--- src/rtl/p405s_icu_pkg.sv ---
// Shared definitions for the ICU fetch path: sequencer states, the reset
// vector and the address offset constants for lines and doublewords.
package p405s_icu_pkg;

  typedef enum logic [2:0] {
    ST_IDLE,
    ST_FETCH,
    ST_REQ,
    ST_FILL,
    ST_RESUME
  } fetch_state_e;

  localparam logic [0:31] RESET_VEC_DFLT = 32'hFFFF_FFFC;

  localparam int DW_BYTES      = 8;
  localparam int LINE_BYTES    = 32;
  localparam int DW_OFF_BITS   = 3;   // bits 29:31 select a byte in a doubleword
  localparam int LINE_OFF_BITS = 5;   // bits 27:31 select a byte in a line

  // Clear the byte-in-doubleword offset, bits 29:31.
  function automatic logic [0:31] dw_align(input logic [0:31] addr);
    return {addr[0:28], 3'b000};
  endfunction

endpackage

--- src/rtl/p405s_icu_fetch_seq_if.sv ---
// Core-side and PLB-side handshake signals of the fetch sequencer.
// The slave modport is the sequencer; master is whatever drives it.
interface p405s_icu_fetch_seq_if;
  logic        redirV;
  logic [0:31] redirAddr;
  logic        ifbRdy;
  logic        tagHit;
  logic        plbAck;
  logic        plbDV;
  logic [0:31] va0D;
  logic        va0E1;
  logic        plbReq;
  logic [0:31] plbAddr;
  logic        fillWr;
  logic [0:1]  fillDw;
  logic        fetchV;

  modport master (
    output redirV, redirAddr, ifbRdy, tagHit, plbAck, plbDV,
    input  va0D, va0E1, plbReq, plbAddr, fillWr, fillDw, fetchV
  );

  modport slave (
    input  redirV, redirAddr, ifbRdy, tagHit, plbAck, plbDV,
    output va0D, va0E1, plbReq, plbAddr, fillWr, fillDw, fetchV
  );
endinterface

--- src/rtl/p405s_icu_fill_ctr.sv ---
// Line-fill beat counter: tracks the doubleword index of the current beat,
// starting at the critical doubleword, and flags the last beat of the line.
module p405s_icu_fill_ctr #(
  parameter int BEATS = 4
) (
  input  logic       clk,
  input  logic       rst,
  input  logic       load,
  input  logic [0:1] start_dw,
  input  logic       step,
  output logic [0:1] dw,
  output logic       tc
);

  logic [1:0] beat;

  // NOTE: sequential state is written with <= so every register samples
  // the pre-edge values of its neighbours, independent of statement order.
  always_ff @(posedge clk) begin
    if (rst) begin
      dw   <= 2'd0;
      beat <= 2'd0;
    end else if (load) begin
      dw   <= start_dw;
      beat <= 2'd0;
    end else if (step) begin
      dw   <= dw + 2'd1;
      beat <= beat + 2'd1;
    end
  end

  assign tc = (beat == 2'(BEATS - 1));

endmodule

--- src/rtl/p405s_icu_fetch_seq.sv ---
// ICU fetch address sequencer: picks the next VA0 value each cycle and runs
// critical-doubleword-first line fills over the PLB on a tag miss.
module p405s_icu_fetch_seq
  import p405s_icu_pkg::*;
#(
  parameter logic [0:31] RESET_VEC  = RESET_VEC_DFLT,
  parameter int          FILL_BEATS = 4
) (
  input logic                    CB,
  input logic                    resetCore,
  p405s_icu_fetch_seq_if.slave   bus
);

  fetch_state_e state;
  logic [0:31]  cur_va;
  logic [0:31]  miss_va;
  logic [0:31]  pend_addr;
  logic         pend_v;
  logic         plb_req;
  logic [0:31]  seq_va;
  logic         fill_tc;
  logic [0:1]   fill_dw;
  logic         ctr_load;

  assign seq_va   = dw_align(cur_va) + 32'(DW_BYTES);
  assign ctr_load = !resetCore && (state == ST_REQ) && bus.plbAck;

  p405s_icu_fill_ctr #(.BEATS(FILL_BEATS)) u_fill_ctr (
    .clk      (CB),
    .rst      (resetCore),
    .load     (ctr_load),
    .start_dw (miss_va[27:28]),
    .step     (bus.fillWr),
    .dw       (fill_dw),
    .tc       (fill_tc)
  );

  // NOTE: every output gets a default before the case so no path leaves a
  // signal unassigned, which would otherwise infer a latch.
  always_comb begin
    bus.va0D   = cur_va;
    bus.va0E1  = 1'b0;
    bus.fetchV = 1'b0;
    bus.fillWr = 1'b0;
    if (resetCore) begin
      bus.va0D  = RESET_VEC;
      bus.va0E1 = 1'b1;
    end else begin
      unique case (state)
        ST_IDLE: begin
          bus.va0D  = RESET_VEC;
          bus.va0E1 = 1'b1;
        end
        ST_FETCH: begin
          if (bus.redirV) begin
            bus.va0D  = dw_align(bus.redirAddr);
            bus.va0E1 = 1'b1;
          end else if (bus.tagHit && bus.ifbRdy) begin
            bus.va0D   = seq_va;
            bus.va0E1  = 1'b1;
            bus.fetchV = 1'b1;
          end
        end
        // A redirect cancels the request only if the ack has not arrived.
        ST_REQ: begin
          if (bus.redirV && !bus.plbAck) begin
            bus.va0D  = dw_align(bus.redirAddr);
            bus.va0E1 = 1'b1;
          end
        end
        ST_FILL: bus.fillWr = bus.plbDV;
        ST_RESUME: begin
          bus.va0D  = pend_v ? dw_align(pend_addr) : miss_va;
          bus.va0E1 = 1'b1;
        end
        default: ;
      endcase
    end
  end

  always_ff @(posedge CB) begin
    if (resetCore) begin
      state     <= ST_IDLE;
      cur_va    <= RESET_VEC;
      miss_va   <= '0;
      pend_addr <= '0;
      pend_v    <= 1'b0;
      plb_req   <= 1'b0;
    end else begin
      if (bus.va0E1) cur_va <= bus.va0D;
      unique case (state)
        ST_IDLE: state <= ST_FETCH;
        ST_FETCH: begin
          if (!bus.redirV && !bus.tagHit) begin
            state   <= ST_REQ;
            miss_va <= cur_va;
            plb_req <= 1'b1;
          end
        end
        ST_REQ: begin
          if (bus.plbAck) begin
            state   <= ST_FILL;
            plb_req <= 1'b0;
            if (bus.redirV) begin
              pend_v    <= 1'b1;
              pend_addr <= bus.redirAddr;
            end
          end else if (bus.redirV) begin
            state   <= ST_FETCH;
            plb_req <= 1'b0;
          end
        end
        ST_FILL: begin
          if (bus.redirV) begin
            pend_v    <= 1'b1;
            pend_addr <= bus.redirAddr;
          end
          if (bus.plbDV && fill_tc) state <= ST_RESUME;
        end
        ST_RESUME: begin
          pend_v <= 1'b0;
          state  <= ST_FETCH;
        end
        default: state <= ST_IDLE;
      endcase
    end
  end

  assign bus.plbReq  = plb_req;
  assign bus.plbAddr = dw_align(miss_va);
  assign bus.fillDw  = fill_dw;

endmodule

--- src/flat_wrapper.sv ---
// flat-port wrapper written by rule: the top's interface ports become plain ports
module p405s_icu_fetch_seq_flat import p405s_icu_pkg::*;
#(
  parameter logic [0:31] RESET_VEC  = RESET_VEC_DFLT,
  parameter int          FILL_BEATS = 4
)
  (CB, resetCore, bus_redirV, bus_redirAddr, bus_ifbRdy, bus_tagHit, bus_plbAck, bus_plbDV, bus_va0D, bus_va0E1, bus_plbReq, bus_plbAddr, bus_fillWr, bus_fillDw, bus_fetchV);
  p405s_icu_fetch_seq_if bus_i ();
  input logic CB;
  input logic resetCore;
  input wire logic [$bits(bus_i.redirV)-1:0] bus_redirV;
  input wire logic [$bits(bus_i.redirAddr)-1:0] bus_redirAddr;
  input wire logic [$bits(bus_i.ifbRdy)-1:0] bus_ifbRdy;
  input wire logic [$bits(bus_i.tagHit)-1:0] bus_tagHit;
  input wire logic [$bits(bus_i.plbAck)-1:0] bus_plbAck;
  input wire logic [$bits(bus_i.plbDV)-1:0] bus_plbDV;
  output wire logic [$bits(bus_i.va0D)-1:0] bus_va0D;
  output wire logic [$bits(bus_i.va0E1)-1:0] bus_va0E1;
  output wire logic [$bits(bus_i.plbReq)-1:0] bus_plbReq;
  output wire logic [$bits(bus_i.plbAddr)-1:0] bus_plbAddr;
  output wire logic [$bits(bus_i.fillWr)-1:0] bus_fillWr;
  output wire logic [$bits(bus_i.fillDw)-1:0] bus_fillDw;
  output wire logic [$bits(bus_i.fetchV)-1:0] bus_fetchV;
  assign bus_i.redirV = bus_redirV;
  assign bus_i.redirAddr = bus_redirAddr;
  assign bus_i.ifbRdy = bus_ifbRdy;
  assign bus_i.tagHit = bus_tagHit;
  assign bus_i.plbAck = bus_plbAck;
  assign bus_i.plbDV = bus_plbDV;
  assign bus_va0D = bus_i.va0D;
  assign bus_va0E1 = bus_i.va0E1;
  assign bus_plbReq = bus_i.plbReq;
  assign bus_plbAddr = bus_i.plbAddr;
  assign bus_fillWr = bus_i.fillWr;
  assign bus_fillDw = bus_i.fillDw;
  assign bus_fetchV = bus_i.fetchV;
  p405s_icu_fetch_seq #(.RESET_VEC(RESET_VEC), .FILL_BEATS(FILL_BEATS)) u_core (.CB(CB), .resetCore(resetCore), .bus(bus_i));
endmodule
--- config.mk ---
export PLATFORM = sky130hd
export DESIGN_NAME = p405s_icu_fetch_seq_flat
export DESIGN_NICKNAME = d
export VERILOG_FILES = /design/src/rtl/p405s_icu_pkg.sv /design/src/rtl/p405s_icu_fetch_seq_if.sv /design/src/rtl/p405s_icu_fill_ctr.sv /design/src/rtl/p405s_icu_fetch_seq.sv /design/src/flat_wrapper.sv
export SDC_FILE = /design/constraint.sdc
export NUM_CORES = 1
export LEC_CHECK = 0
export CAP_MARGIN = 20
export CORE_UTILIZATION = 35
export DETAILED_ROUTE_END_ITERATION = 8
export DONT_BUFFER_PORTS = 1
export GPL_TIMING_DRIVEN = 0
export HOLD_SLACK_MARGIN = 0.02
export PLACE_DENSITY_LB_ADDON = 0.12
export SETUP_SLACK_MARGIN = 0.3
export SLEW_MARGIN = 25
export SYNTH_ARGS = -nofsm -noshare
export SYNTH_HDL_FRONTEND = slang
export SYNTH_HIERARCHICAL = 1
export SYNTH_SLANG_ARGS = --single-unit
--- constraint.sdc ---
create_clock -name CB -period 3.26 [get_ports CB]
set_clock_uncertainty 0.2 [all_clocks]
set_input_delay 0.326 -clock CB [delete_from_list [all_inputs] [get_ports CB]]
set_output_delay 0.326 -clock CB [all_outputs]
set_load 0.02 [all_outputs]
==> results by group <==
Cells and area
  • Area grow syn2layout: 24.52%
  • Final #Nets: 925
  • Multi-input logic area: between 0.003 and 0.004 mm2
  • Ant. Diodes: 0
  • Ratio of cells with drive above 1 in the final layout: a little over a fifth
  • Fin util: 44.60%
  • Fillers: around 1700
  • Non-Filler Instances: between 1000 and 1500
  • Seq. cell area: just over 0.002 mm2

Global routing
  • Initial antenna violation count: 0
  • Largest net degree at the start of global routing: 15
  • First-pass GRT wire length: 36170 um
  • Tot GR Track Use: ~27%
  • Global route overflow: 0
  • Vias in the first global route: 6089

CTS
  • CTS root buffer: clkbuf_16
  • Worst-Skew Late Latency: about 0.36 ns
  • Num CTS Buffers: 9
  • Max clock buf depth: 2
  • H-tree levels: 3
  • Clock slew at reported path FFs: ~0.070 ns
  • CTS tree: yes
  • Clock sinks: between 100 and 150

Routing
  • Pre-antenna DRT Iters: 5
  • Via density: just under 6
  • Routed wire length per instance: 22.12 um
  • Drt initial violations: 721
  • DRC errors left: 0
  • Via Count: ~6500
  • Final ANT Viol Nets: 0
  • Drt total wl: 24600 um

STA
  • Final hold slack: 0.04196 ns
  • Slew Viols, Final: 0
  • Fin crit period: approximately 3.1 ns
  • Final period util: a little over nine tenths
  • Final setup fails: 0
  • Hold Fails Final Rpt: 0
  • RSZ-0062 raised after global routing: yes
  • Worst Max-Slew Pin Slew: about 0.8 ns
  • F_max: between 300 and 400 MHz
  • Worst slew margin: a little under half

Critical path
  • Setup CP Type: flip-flop to output port
  • RR Startpoint: u_core/state[1]
  • Reg2Reg Depth: 8
  • Critical Path RT: between 2 and 3 ns
  • Worst-path fanout max: 6
  • WP data arrival: 2.58 ns
  • CP endpoint kind: output port
  • CP Launch Point: u_core/cur_va[21]
  • Crit start category: flip-flop

Synth
  • Top post-synthesis cells by area: dfxtp_1 33%, nand2_1 9.9%, mux2i_1 7.8%
  • Synth cell count leaders: 164 x nand2_1, 102 x dfxtp_1, 88 x a21oi_1
  • Yosys top cell area share: between 30% and 40%
  • Post-synth cell types: 69
  • Mapped Area: 0.006195 mm2
  • Ys flop type: dfxtp_1
  • Largest area contributor in the netlist: dfxtp_1
  • Number of synthesis warnings: 6
  • Avg Synthesized Cell Area: around 7.7 um2
  • Number of synthesized register bits: 102
  • Mapped Cells: 809
  • Count leader, synth: nand2_1
  • Post-synth EDFFs: 0
  • Register area share after synthesis: 32.96%
  • Asr flop ratio synth: 0%

Outcome
  • Status: finished, final reports clean

Floorplanning
  • Die W: about 140 um
  • Ports: around 110
  • Row count: 48
  • Starting Density: between 30% and 40%
  • Die ar.: about 0.018 mm2
  • Die Y: roughly 140 um
  • Core area: 0.01730 mm2

Worst hold path
  • Hold Crit Depth: 4
  • Hold Path Class: input pin to flip-flop
  • Hold Crit Start: bus_redirAddr[9]

Power and ir drop
  • Maximum vdd drop: roughly 0.3 mV
  • PwrDens: 518.1 mW/mm2
  • Lkg Pwr: between 2 and 3 nW

Place
  • Placed Cells: 1036
  • Placed wire-length estimate: 16720 um
  • # port buffers: 0
  • RePlAce Congestion: a little over 0.9

Job
  • Maxcap violations: 0
==> per-layer routing <==
layer  vias up  routed length, um  global-route usage [%]
li1       3013                  -                       -
met1      3153              10380                   34.36
met2       319              11350                   44.19
met3        45               2210                   5.668
met4         0                656                   9.301
met5         -                  0                       0
==> cell type report <==
cell class	count	share of cell area [%]
Tap cell	225	3.650
Multi-Input combinational cell	599	49.38
Sequential cell	102	26.85
Clock buffer	13	3.374
Inverter	11	0.5353
Buffer	99	8.273
Timing Repair Buffer	62	7.559
Clock inverter	1	0.3893
==> cell families (layout without fill, tap and decap cells) <==
family	Yosys count	count (layout)	synth area share, %
buffers and inverters	110	186	9.554
muxes	53	53	8.665
other	1	3	0.06054
xor gates and xnor gates	12	12	1.697
and+or+nand+nor	302	302	23.01
adders and majority gates	2	2	0.4039
AOI/OAI and AO/OA	227	227	23.65
DFF	102	102	32.96
==> critical path, stage by stage, from the launching register on <==
cell,delay [ns]
dfxtp_2,0.32
buf_6,0.12
nand3_4,0.08
or4_4,0.57
or3_1,0.39
a31o_1,0.24
o211ai_1,0.51
==> through the flow <==
step	total power, mW	cell area [um2]	setup WS (ns)	setup TNS, ns
2_1_floorplan	2.320	6202	0.4861	0
3_3_place_gp	2.577	6484	-0.06164	-0.06164
3_5_place_dp	2.604	6484	0.07437	0
4_1_cts	3.838	7342	0.1543	0
5_1_grt	4.171	7714	0.08667	0
6_report	3.996	7714	0.1544	0
==> sequential cells by signal (all words and copies together) (netlist names) <==
signal                  cells
u_core/pend_v               1
u_core/u_fill_ctr/beat      2
u_core/bus.plbReq           1
u_core/pend_addr           29
u_core/miss_va             32
u_core/u_fill_ctr/dw        2
u_core/state                3
u_core/cur_va              32
==> report_power, final <==
part | leakage [nW] | switching, mW | internal [mW]
combinational | 1.74 | 0.859 | 0.553
sequential | 0.829 | 0.114 | 1.36
clock | 0.142 | 0.481 | 0.631
==> worst paths after layout <==
path,endpoint,slack [ns]
hold reg to reg,u_core/pend_addr[9],0.26
setup reg to reg,u_core/pend_addr[10],0.60
hold / removal,u_core/cur_va[22],0.04
setup / recovery,bus_va0D[26],0.15
==> repair_timing <==
action | 4_1_cts | 5_1_grt
resized for setup | 56 | 64
hold endpoints to repair | 42 | 0
gates cloned | 0 | 1
pin swaps | 8 | 19
buffers inserted | 12 | 19
endpoints found under the setup margin | 62 | 32
hold buffers | 30 | 0
==> placed cells by master, fill, tap and decap left out, drive strengths merged, types with 9 or more instances in the layout <==
master,n
dfxtp,102
mux2i,48
nor2,48
o211ai,20
nand3,14
o21ai,27
inv,10
o22ai,25
a31oi,10
nand2,164
a211oi,13
a21oi,88
clkbuf,50
dlygate4sd3,30
nor3,14
buf,94
nand4,9
(Power assumes the default switching activity.)
